==> src/rtl/xregbank_pkg.sv <==
// xregbank_pkg -- shared constants and types for the architectural register bank.
//   zero_word : all-zero data word (sliced down to the bank's data width; widths up to 64 bits)
//   reg0_addr : the hardwired-zero register address (sliced down to the address width)
//   dump_state_e : dump sequencer state encoding (idle / run)
package xregbank_pkg;

  localparam logic [63:0] zero_word = 64'h0;
  localparam logic [15:0] reg0_addr = 16'h0;

  typedef enum logic {
    dump_idle = 1'b0,
    dump_run  = 1'b1
  } dump_state_e;

endpackage

==> src/rtl/xregbank_if.sv <==
// xregbank_if -- write port and dump handshake of the register bank.
//   master : the side that writes registers and consumes the dump stream
//   slave  : the register bank itself
//   we/waddr/wdata            : synchronous write port
//   dump_start/dump_ready     : dump request and per-entry acceptance
//   dump_busy/dump_valid      : sequencer activity and entry-presented flag
//   dump_addr/dump_data       : index and value of the presented entry
interface xregbank_if #(
  parameter int width  = 5,
  parameter int height = 32
);

  logic              we;
  logic [width-1:0]  waddr;
  logic [height-1:0] wdata;
  logic              dump_start;
  logic              dump_busy;
  logic              dump_valid;
  logic              dump_ready;
  logic [width-1:0]  dump_addr;
  logic [height-1:0] dump_data;

  modport master (
    output we, waddr, wdata, dump_start, dump_ready,
    input  dump_busy, dump_valid, dump_addr, dump_data
  );

  modport slave (
    input  we, waddr, wdata, dump_start, dump_ready,
    output dump_busy, dump_valid, dump_addr, dump_data
  );

endinterface

==> src/rtl/xregbank_dump.sv <==
// xregbank_dump -- streams every register of the bank out in address order.
//   clk, rst_n            : clock, asynchronous active-low reset
//   regs_flat             : bit-sliced register bus (bit i*(1<<width)+r = bit i of reg r)
//   we, waddr, wdata      : bank write port, observed for same-edge bypass on load
//   dump_start            : one-cycle start request, honoured only when idle
//   dump_ready            : consumer accepts the presented entry
//   dump_busy, dump_valid : high for the whole run
//   dump_addr, dump_data  : presented entry, held stable until accepted
module xregbank_dump
  import xregbank_pkg::*;
#(
  parameter int width  = 5,
  parameter int height = 32
) (
  input  logic                         clk,
  input  logic                         rst_n,
  input  logic [(1<<width)*height-1:0] regs_flat,
  input  logic                         we,
  input  logic [width-1:0]             waddr,
  input  logic [height-1:0]            wdata,
  input  logic                         dump_start,
  input  logic                         dump_ready,
  output logic                         dump_busy,
  output logic                         dump_valid,
  output logic [width-1:0]             dump_addr,
  output logic [height-1:0]            dump_data
);

  localparam int nregs = 1 << width;
  localparam logic [width-1:0] zero_addr = {width{1'b0}};
  localparam logic [width-1:0] one_addr  = {{(width-1){1'b0}}, 1'b1};
  localparam logic [width-1:0] last_addr = {width{1'b1}};

  dump_state_e                   state_r, state_s;
  logic [width-1:0]              ptr_r, ptr_s, load_addr_s;
  logic [height-1:0]             data_r, sliced_s, pick_s;
  logic                          load_s, clear_s, bypass_s;
  logic [nregs-1:0][height-1:0]  word_s;

  // Regroup the bit-sliced bus into whole words so one index picks a register.
  for (genvar r = 0; r < nregs; r++) begin : g_word
    for (genvar i = 0; i < height; i++) begin : g_bit
      assign word_s[r][i] = regs_flat[i*nregs + r];
    end
  end

  // Value to load: the stored word, or wdata when the same edge writes that register.
  always_comb begin
    sliced_s = word_s[load_addr_s];
    bypass_s = we && (waddr == load_addr_s) && (waddr != reg0_addr[width-1:0]);
    pick_s   = bypass_s ? wdata : sliced_s;
  end

  // Dump FSM next-state, pointer advance and load/clear strobes.
  always_comb begin
    state_s     = state_r;
    ptr_s       = ptr_r;
    load_addr_s = ptr_r;
    load_s      = 1'b0;
    clear_s     = 1'b0;
    case (state_r)
      dump_idle: begin
        if (dump_start) begin
          state_s     = dump_run;
          ptr_s       = zero_addr;
          load_addr_s = zero_addr;
          load_s      = 1'b1;
        end else begin
          state_s = dump_idle;
        end
      end
      dump_run: begin
        if (dump_ready) begin
          if (ptr_r == last_addr) begin
            // last entry accepted: no wrap, the run ends here
            state_s = dump_idle;
            ptr_s   = zero_addr;
            clear_s = 1'b1;
          end else begin
            ptr_s       = ptr_r + one_addr;
            load_addr_s = ptr_r + one_addr;
            load_s      = 1'b1;
          end
        end else begin
          state_s = dump_run;
        end
      end
      default: begin
        state_s = dump_idle;
        ptr_s   = zero_addr;
        clear_s = 1'b1;
      end
    endcase
  end

  // State, pointer and output holding register.
  always_ff @(posedge clk or negedge rst_n) begin
    if (!rst_n) begin
      state_r <= dump_idle;
      ptr_r   <= zero_addr;
      data_r  <= zero_word[height-1:0];
    end else begin
      state_r <= state_s;
      ptr_r   <= ptr_s;
      if (load_s) begin
        data_r <= pick_s;
      end else if (clear_s) begin
        data_r <= zero_word[height-1:0];
      end
    end
  end

  assign dump_valid = (state_r == dump_run);
  assign dump_busy  = (state_r == dump_run);
  assign dump_addr  = ptr_r;
  assign dump_data  = data_r;

endmodule

==> src/rtl/xregbank.sv <==
// xregbank -- architectural register storage with bit-sliced export and dump stream.
//   clk, rst_n : clock, asynchronous active-low reset
//   bus        : write port and dump handshake (xregbank_if.slave)
//   regs_flat  : every register, bit i of register r at bit i*(1<<width)+r,
//                combinational from the storage flops
// Register 0 has no storage and always reads zero; writes to it are dropped.
module xregbank
  import xregbank_pkg::*;
#(
  parameter int width  = 5,
  parameter int height = 32
) (
  input  logic                         clk,
  input  logic                         rst_n,
  xregbank_if.slave                    bus,
  output logic [(1<<width)*height-1:0] regs_flat
);

  localparam int nregs = 1 << width;

  logic              dump_busy_s;
  logic              dump_valid_s;
  logic [width-1:0]  dump_addr_s;
  logic [height-1:0] dump_data_s;

  for (genvar r = 0; r < nregs; r++) begin : g_reg
    if (r == 0) begin : g_zero
      for (genvar i = 0; i < height; i++) begin : g_bit
        assign regs_flat[i*nregs + r] = 1'b0;
      end
    end else begin : g_store
      localparam logic [width-1:0] addr_c = width'(r);
      logic [height-1:0] q_r;

      // Storage row for register r, written when the write port addresses it.
      always_ff @(posedge clk or negedge rst_n) begin
        if (!rst_n) begin
          q_r <= zero_word[height-1:0];
        end else if (bus.we && (bus.waddr == addr_c)) begin
          q_r <= bus.wdata;
        end
      end

      for (genvar i = 0; i < height; i++) begin : g_bit
        assign regs_flat[i*nregs + r] = q_r[i];
      end
    end
  end

  xregbank_dump #(
    .width  (width),
    .height (height)
  ) u_dump (
    .clk        (clk),
    .rst_n      (rst_n),
    .regs_flat  (regs_flat),
    .we         (bus.we),
    .waddr      (bus.waddr),
    .wdata      (bus.wdata),
    .dump_start (bus.dump_start),
    .dump_ready (bus.dump_ready),
    .dump_busy  (dump_busy_s),
    .dump_valid (dump_valid_s),
    .dump_addr  (dump_addr_s),
    .dump_data  (dump_data_s)
  );

  assign bus.dump_busy  = dump_busy_s;
  assign bus.dump_valid = dump_valid_s;
  assign bus.dump_addr  = dump_addr_s;
  assign bus.dump_data  = dump_data_s;

endmodule
==> src/flat_wrapper.sv <==
// flat-port wrapper written by rule: the top's interface ports become plain ports
module xregbank_flat import xregbank_pkg::*;
#(
  parameter int width  = 5,
  parameter int height = 32
)
  (clk, rst_n, regs_flat, bus_we, bus_waddr, bus_wdata, bus_dump_start, bus_dump_ready, bus_dump_busy, bus_dump_valid, bus_dump_addr, bus_dump_data);
  xregbank_if #(.width(width), .height(height)) bus_i ();
  input  logic clk;
  input  logic rst_n;
  output logic [(1<<width)*height-1:0] regs_flat;
  input wire logic [$bits(bus_i.we)-1:0] bus_we;
  input wire logic [$bits(bus_i.waddr)-1:0] bus_waddr;
  input wire logic [$bits(bus_i.wdata)-1:0] bus_wdata;
  input wire logic [$bits(bus_i.dump_start)-1:0] bus_dump_start;
  input wire logic [$bits(bus_i.dump_ready)-1:0] bus_dump_ready;
  output wire logic [$bits(bus_i.dump_busy)-1:0] bus_dump_busy;
  output wire logic [$bits(bus_i.dump_valid)-1:0] bus_dump_valid;
  output wire logic [$bits(bus_i.dump_addr)-1:0] bus_dump_addr;
  output wire logic [$bits(bus_i.dump_data)-1:0] bus_dump_data;
  assign bus_i.we = bus_we;
  assign bus_i.waddr = bus_waddr;
  assign bus_i.wdata = bus_wdata;
  assign bus_i.dump_start = bus_dump_start;
  assign bus_i.dump_ready = bus_dump_ready;
  assign bus_dump_busy = bus_i.dump_busy;
  assign bus_dump_valid = bus_i.dump_valid;
  assign bus_dump_addr = bus_i.dump_addr;
  assign bus_dump_data = bus_i.dump_data;
  xregbank #(.width(width), .height(height)) u_core (.clk(clk), .rst_n(rst_n), .bus(bus_i), .regs_flat(regs_flat));
endmodule
==> config.mk <==
export PLATFORM = sky130hd
export DESIGN_NAME = xregbank_flat
export DESIGN_NICKNAME = d
export VERILOG_FILES = /design/src/rtl/xregbank_pkg.sv /design/src/rtl/xregbank_if.sv /design/src/rtl/xregbank_dump.sv /design/src/rtl/xregbank.sv /design/src/flat_wrapper.sv
export SDC_FILE = /design/constraint.sdc
export NUM_CORES = 2
export LEC_CHECK = 0
export CORE_AREA = 3 3 429 431
export CTS_CLUSTER_DIAMETER = 80
export DETAILED_ROUTE_END_ITERATION = 10
export DIE_AREA = 0 0 432 434
export PLACE_DENSITY = 0.59
export SYNTH_ARGS = -nofsm -noshare
export SYNTH_HDL_FRONTEND = slang
export SYNTH_SLANG_ARGS = --single-unit
==> constraint.sdc <==
create_clock -name clk -period 5.3 [get_ports clk]
set_clock_uncertainty 0.1 [all_clocks]
set_input_delay 1.325 -clock clk [delete_from_list [all_inputs] [get_ports clk]]
set_output_delay 1.325 -clock clk [all_outputs]
set_load 0.005 [all_outputs]
==> summary.md <==
| Metric | Value |
|---|---|
| Status | `finished, final reports clean` |
| Hold endpoint | `u_core.u_dump.dump_data[8]` |
| Vias in the first global route | `39600` |
| CP max stage cell | `clkdlybuf4s50_1` |
| Routed Wire Length | `272000 um` |
| Hold WS | `0.384 ns` |
| Adder-cell area share of the yosys netlist | `0.103%` |
| Largest family of logic cells by synthesized area | `multiplexers` |
| CP bufs+invs | `3` |
| Dpl cells | `7127` |
| EDFF count, synth | `0` |
| Via count | `40100` |
| Simple logic cell fraction of the synthesized area | `6.45%` |
| FF+latch count, synth | `1030` |
| Clk Latency, worst-skew pair | `0.79 ns` |
| Area of the multi-input gates | `0.0213 mm^2` |
| DRC Markers | `0` |
| HP Start | `u_core.u_dump.dump_data[8]` |
| Total gr overflow | `0` |
| Largest area contributor in the netlist | `dfrtp_1` |
| Synth Flop Type | `dfrtp_1` |
| Detailed router's first-iteration violation count | `3804` |
| CTS Buf Count | `130` |
| Worst Path Arrival | `5.19 ns` |
| R2R Setup Slk | `0.63 ns` |
| Commonest non-fill, non-tap cells in the layout | `clkdlybuf4s50_1 (1066), dfrtp_1 (1030), mux2_2 (1005), nand2_1 (319), mux2i_1 (243)` |
| Number of setup buffers added after CTS | `0` |
| GRT Overall Usage | `28.1%` |
| RSZ-0062 raised after global routing | `false` |
| Largest net degree at the start of global routing | `115` |
| Sequential Power Share | `33.1%` |
| CTS tree | `built` |
| Register area | `0.0258 mm^2` |
| Synth Area in Compound Gates | `7.39%` |
| Fin crit period | `4.68 ns` |
| Num rows | `156` |
| Reg2Reg Launch Point | `u_core.u_dump.dump_addr[0]` |
| R2r endpoint | `u_core.u_dump.dump_data[10]` |
| # IOs | `1105` |
| Max Cap Violations | `0` |
| Fraction of layout cells with a size suffix above 1 | `30.4%` |
| Commonest non-fill, non-tap cell in the layout | `clkdlybuf4s50_1` |
| Cell types occupying the most area after synthesis | `dfrtp_1 (53%), mux2_2 (23%), mux2i_1 (5.0%)` |
| Crit end category | `flip-flop` |
| 1st-pass router iterations | `6` |
| Die area | `0.187 mm^2` |
| H-tree levels | `4` |
| Number of nets in the layout | `4935` |
| DR WL/cell | `36.8 um` |
| CP max stage delay | `0.84 ns` |
| Max Slew Vio Count | `0` |
| VDD IR max | `288 uV` |
| Mux contribution to synthesized area | `28.9%` |
| Worst reg2reg path depth | `12` |
| Top-area cell type share of the netlist area | `53.2%` |
| Seq/Total Area, Yosys | `53.2%` |
| Hold Buf Count CTS | `0` |
| Mean Syn Cell Area | `12.6 um^2` |
| Crit path max fanout | `29` |
| Setup TNS | `0 ns` |
| Cells after synthesis | `3852` |
| Die Ht | `434 um` |
| Clk pwr share | `26.8%` |
| Cell Area, Placed | `0.0629 mm^2` |
| Core region area | `0.181 mm^2` |
| Xor-xnor portion of the synthesized cell area | `0.0181%` |
| Ys async rst share | `100%` |
| Final period util | `88.3%` |
| Mapped cell area | `0.0484 mm^2` |
| DR vias/cell | `5.44` |
| Die X | `432 um` |
| Final Hold Fails | `0` |
| Cell area after layout | `0.0673 mm^2` |
| Crit-path cells | `clkdlybuf4s50_1, nand2b_1, or3_2, nand2_4, buf_12, buf_12, mux2i_1, o22a_1, a311oi_2, o31ai_1` |
| Pwr dens | `507 mW/mm^2` |
| Critical setup path kind | `in -> reg` |
| Pint | `21.0 mW` |
| Synth Warn # | `0` |
| Critical path launch point type | `input pin` |
| NetSw | `13.1 mW` |
| Clock Sinks | `1030` |
| Tightest Pin Transition | `1.25 ns` |
| Most Frequent Cell on Critical Path | `buf_12` |
| Routability cong. | `0.931` |
| Finished Core Util | `37.3%` |
| Top cell family by delay on the critical path | `buffers and inverters` |
| LEAKAGE | `28.8 nW` |
| CTS Root Cell | `clkbuf_16` |
| Post-CTS Resized | `0` |
| F_max | `214 MHz` |
| Initial antenna violation count | `15` |
| Synth-to-Final Area Change | `39.0%` |
| Routed Antenna Nets | `0` |
| CP required | `5.81 ns` |
| Port bufs | `1072` |
| Starting Density | `26.8%` |
| Sw Ratio | `38.5%` |
| First-pass GRT wire length | `361000 um` |
| Hpwl dp | `200000 um` |
| WHS Path Cells | `2` |
| Post-route insts no fill | `7373` |
| Clk buf depth | `3` |
| Combinational power share | `40.1%` |
| Distinct cells, synth | `74` |
| Worst-path clk slew | `0.05 ns` |
| Hold Crit Class | `reg -> reg` |
| Max-slew headroom | `16.5%` |
| Endpoints failing setup | `0` |
| Fill count | `17500` |
-- layout make-up --
cell class,instances,area share [%]
antenna,12,0.0446
clock inverter,39,0.742
inverter,9,0.0502
timing repair buffer,1280,19.0
tap,2370,4.40
clock buffer,195,5.74
sequential,1030,38.3
multi-input combinational,2438,31.7
-- tightest hold or removal path: stages (launching register included) --
cell and delay (ns):
dfrtp_1 0.34, a32oi_1 0.05, o31ai_1 0.06
-- synthesized netlist by cell type (all sizes together) (13+ instances only) --
master and instances:
dfrtp 1030, mux2 1006, nand2 335, clkbuf 259
mux2i 244, buf 147, nand3 121, o21ai 73
and3 63, a211oi 61, a221oi 48, a31oi 45
nor2 44, a2111oi 40, and2 31, a21oi 28
a32oi 23, o31ai 23, a311oi 17, a32o 17
nor3 15, o22ai 15, nand4 14, o311a 13
o32ai 13
-- power groups by stage --
stage	Combinational (mW)	Clock (mW)	Sequential, mW
finish	13.7	9.15	11.3
global route	14.2	9.61	11.5
CTS	13.8	9.31	11.3
detailed placement	13.7	0	11.4
global placement	13.6	0	11.3
floorplan	5.29	0	10.8
-- cell families after synthesis --
group,after synthesis
muxes,1260
DFF,1030
and+or+nand+nor,666
AOI/OAI and AO/OA,475
buffers and inverters,415
adders and majority gates,4
other,1
xor gates and xnor gates,1
-- metrics by stage --
| step | power, mW | setup slack [ns] |
|---|---|---|
| floorplan | 16.1 | 1.84 |
| global placement | 24.9 | -0.786 |
| detailed placement | 25.1 | -0.198 |
| CTS | 34.3 | 0.557 |
| global route | 35.3 | 0.350 |
| finish | 34.1 | 0.619 |
-- sequential cells by signal, indices dropped and copies added (netlist names) --
signal	cells
u_core.u_dump.dump_busy	1
u_core.u_dump.dump_addr	5
u_core.g.g_store.q_r	992
u_core.u_dump.dump_data	32
-- how the worst max path moves through the flow --
stage | start | endpoint | slack [ns] | depth (start not counted)
floorplan | bus_dump_start | u_core.u_dump.dump_data[11] | 1.84 | 8
global placement | bus_dump_ready | u_core.u_dump.dump_data[5] | -0.79 | 10
detailed placement | bus_dump_ready | u_core.u_dump.dump_data[17] | -0.20 | 10
CTS | u_core.u_dump.dump_addr[0] | u_core.u_dump.dump_data[17] | 0.56 | 12
global route | u_core.u_dump.dump_addr[0] | u_core.u_dump.dump_data[17] | 0.35 | 12
finish | bus_dump_ready | u_core.u_dump.dump_data[10] | 0.62 | 10
-- routing by layer --
metal	up-vias	global-route usage (%)	wire length, um
met4	0	17.0	18800
met5	-	0	0
li1	16200	-	-
met2	2069	47.8	133000
met3	529	6.15	18700
met1	21300	32.3	101000
(Power assumes the default switching activity.)
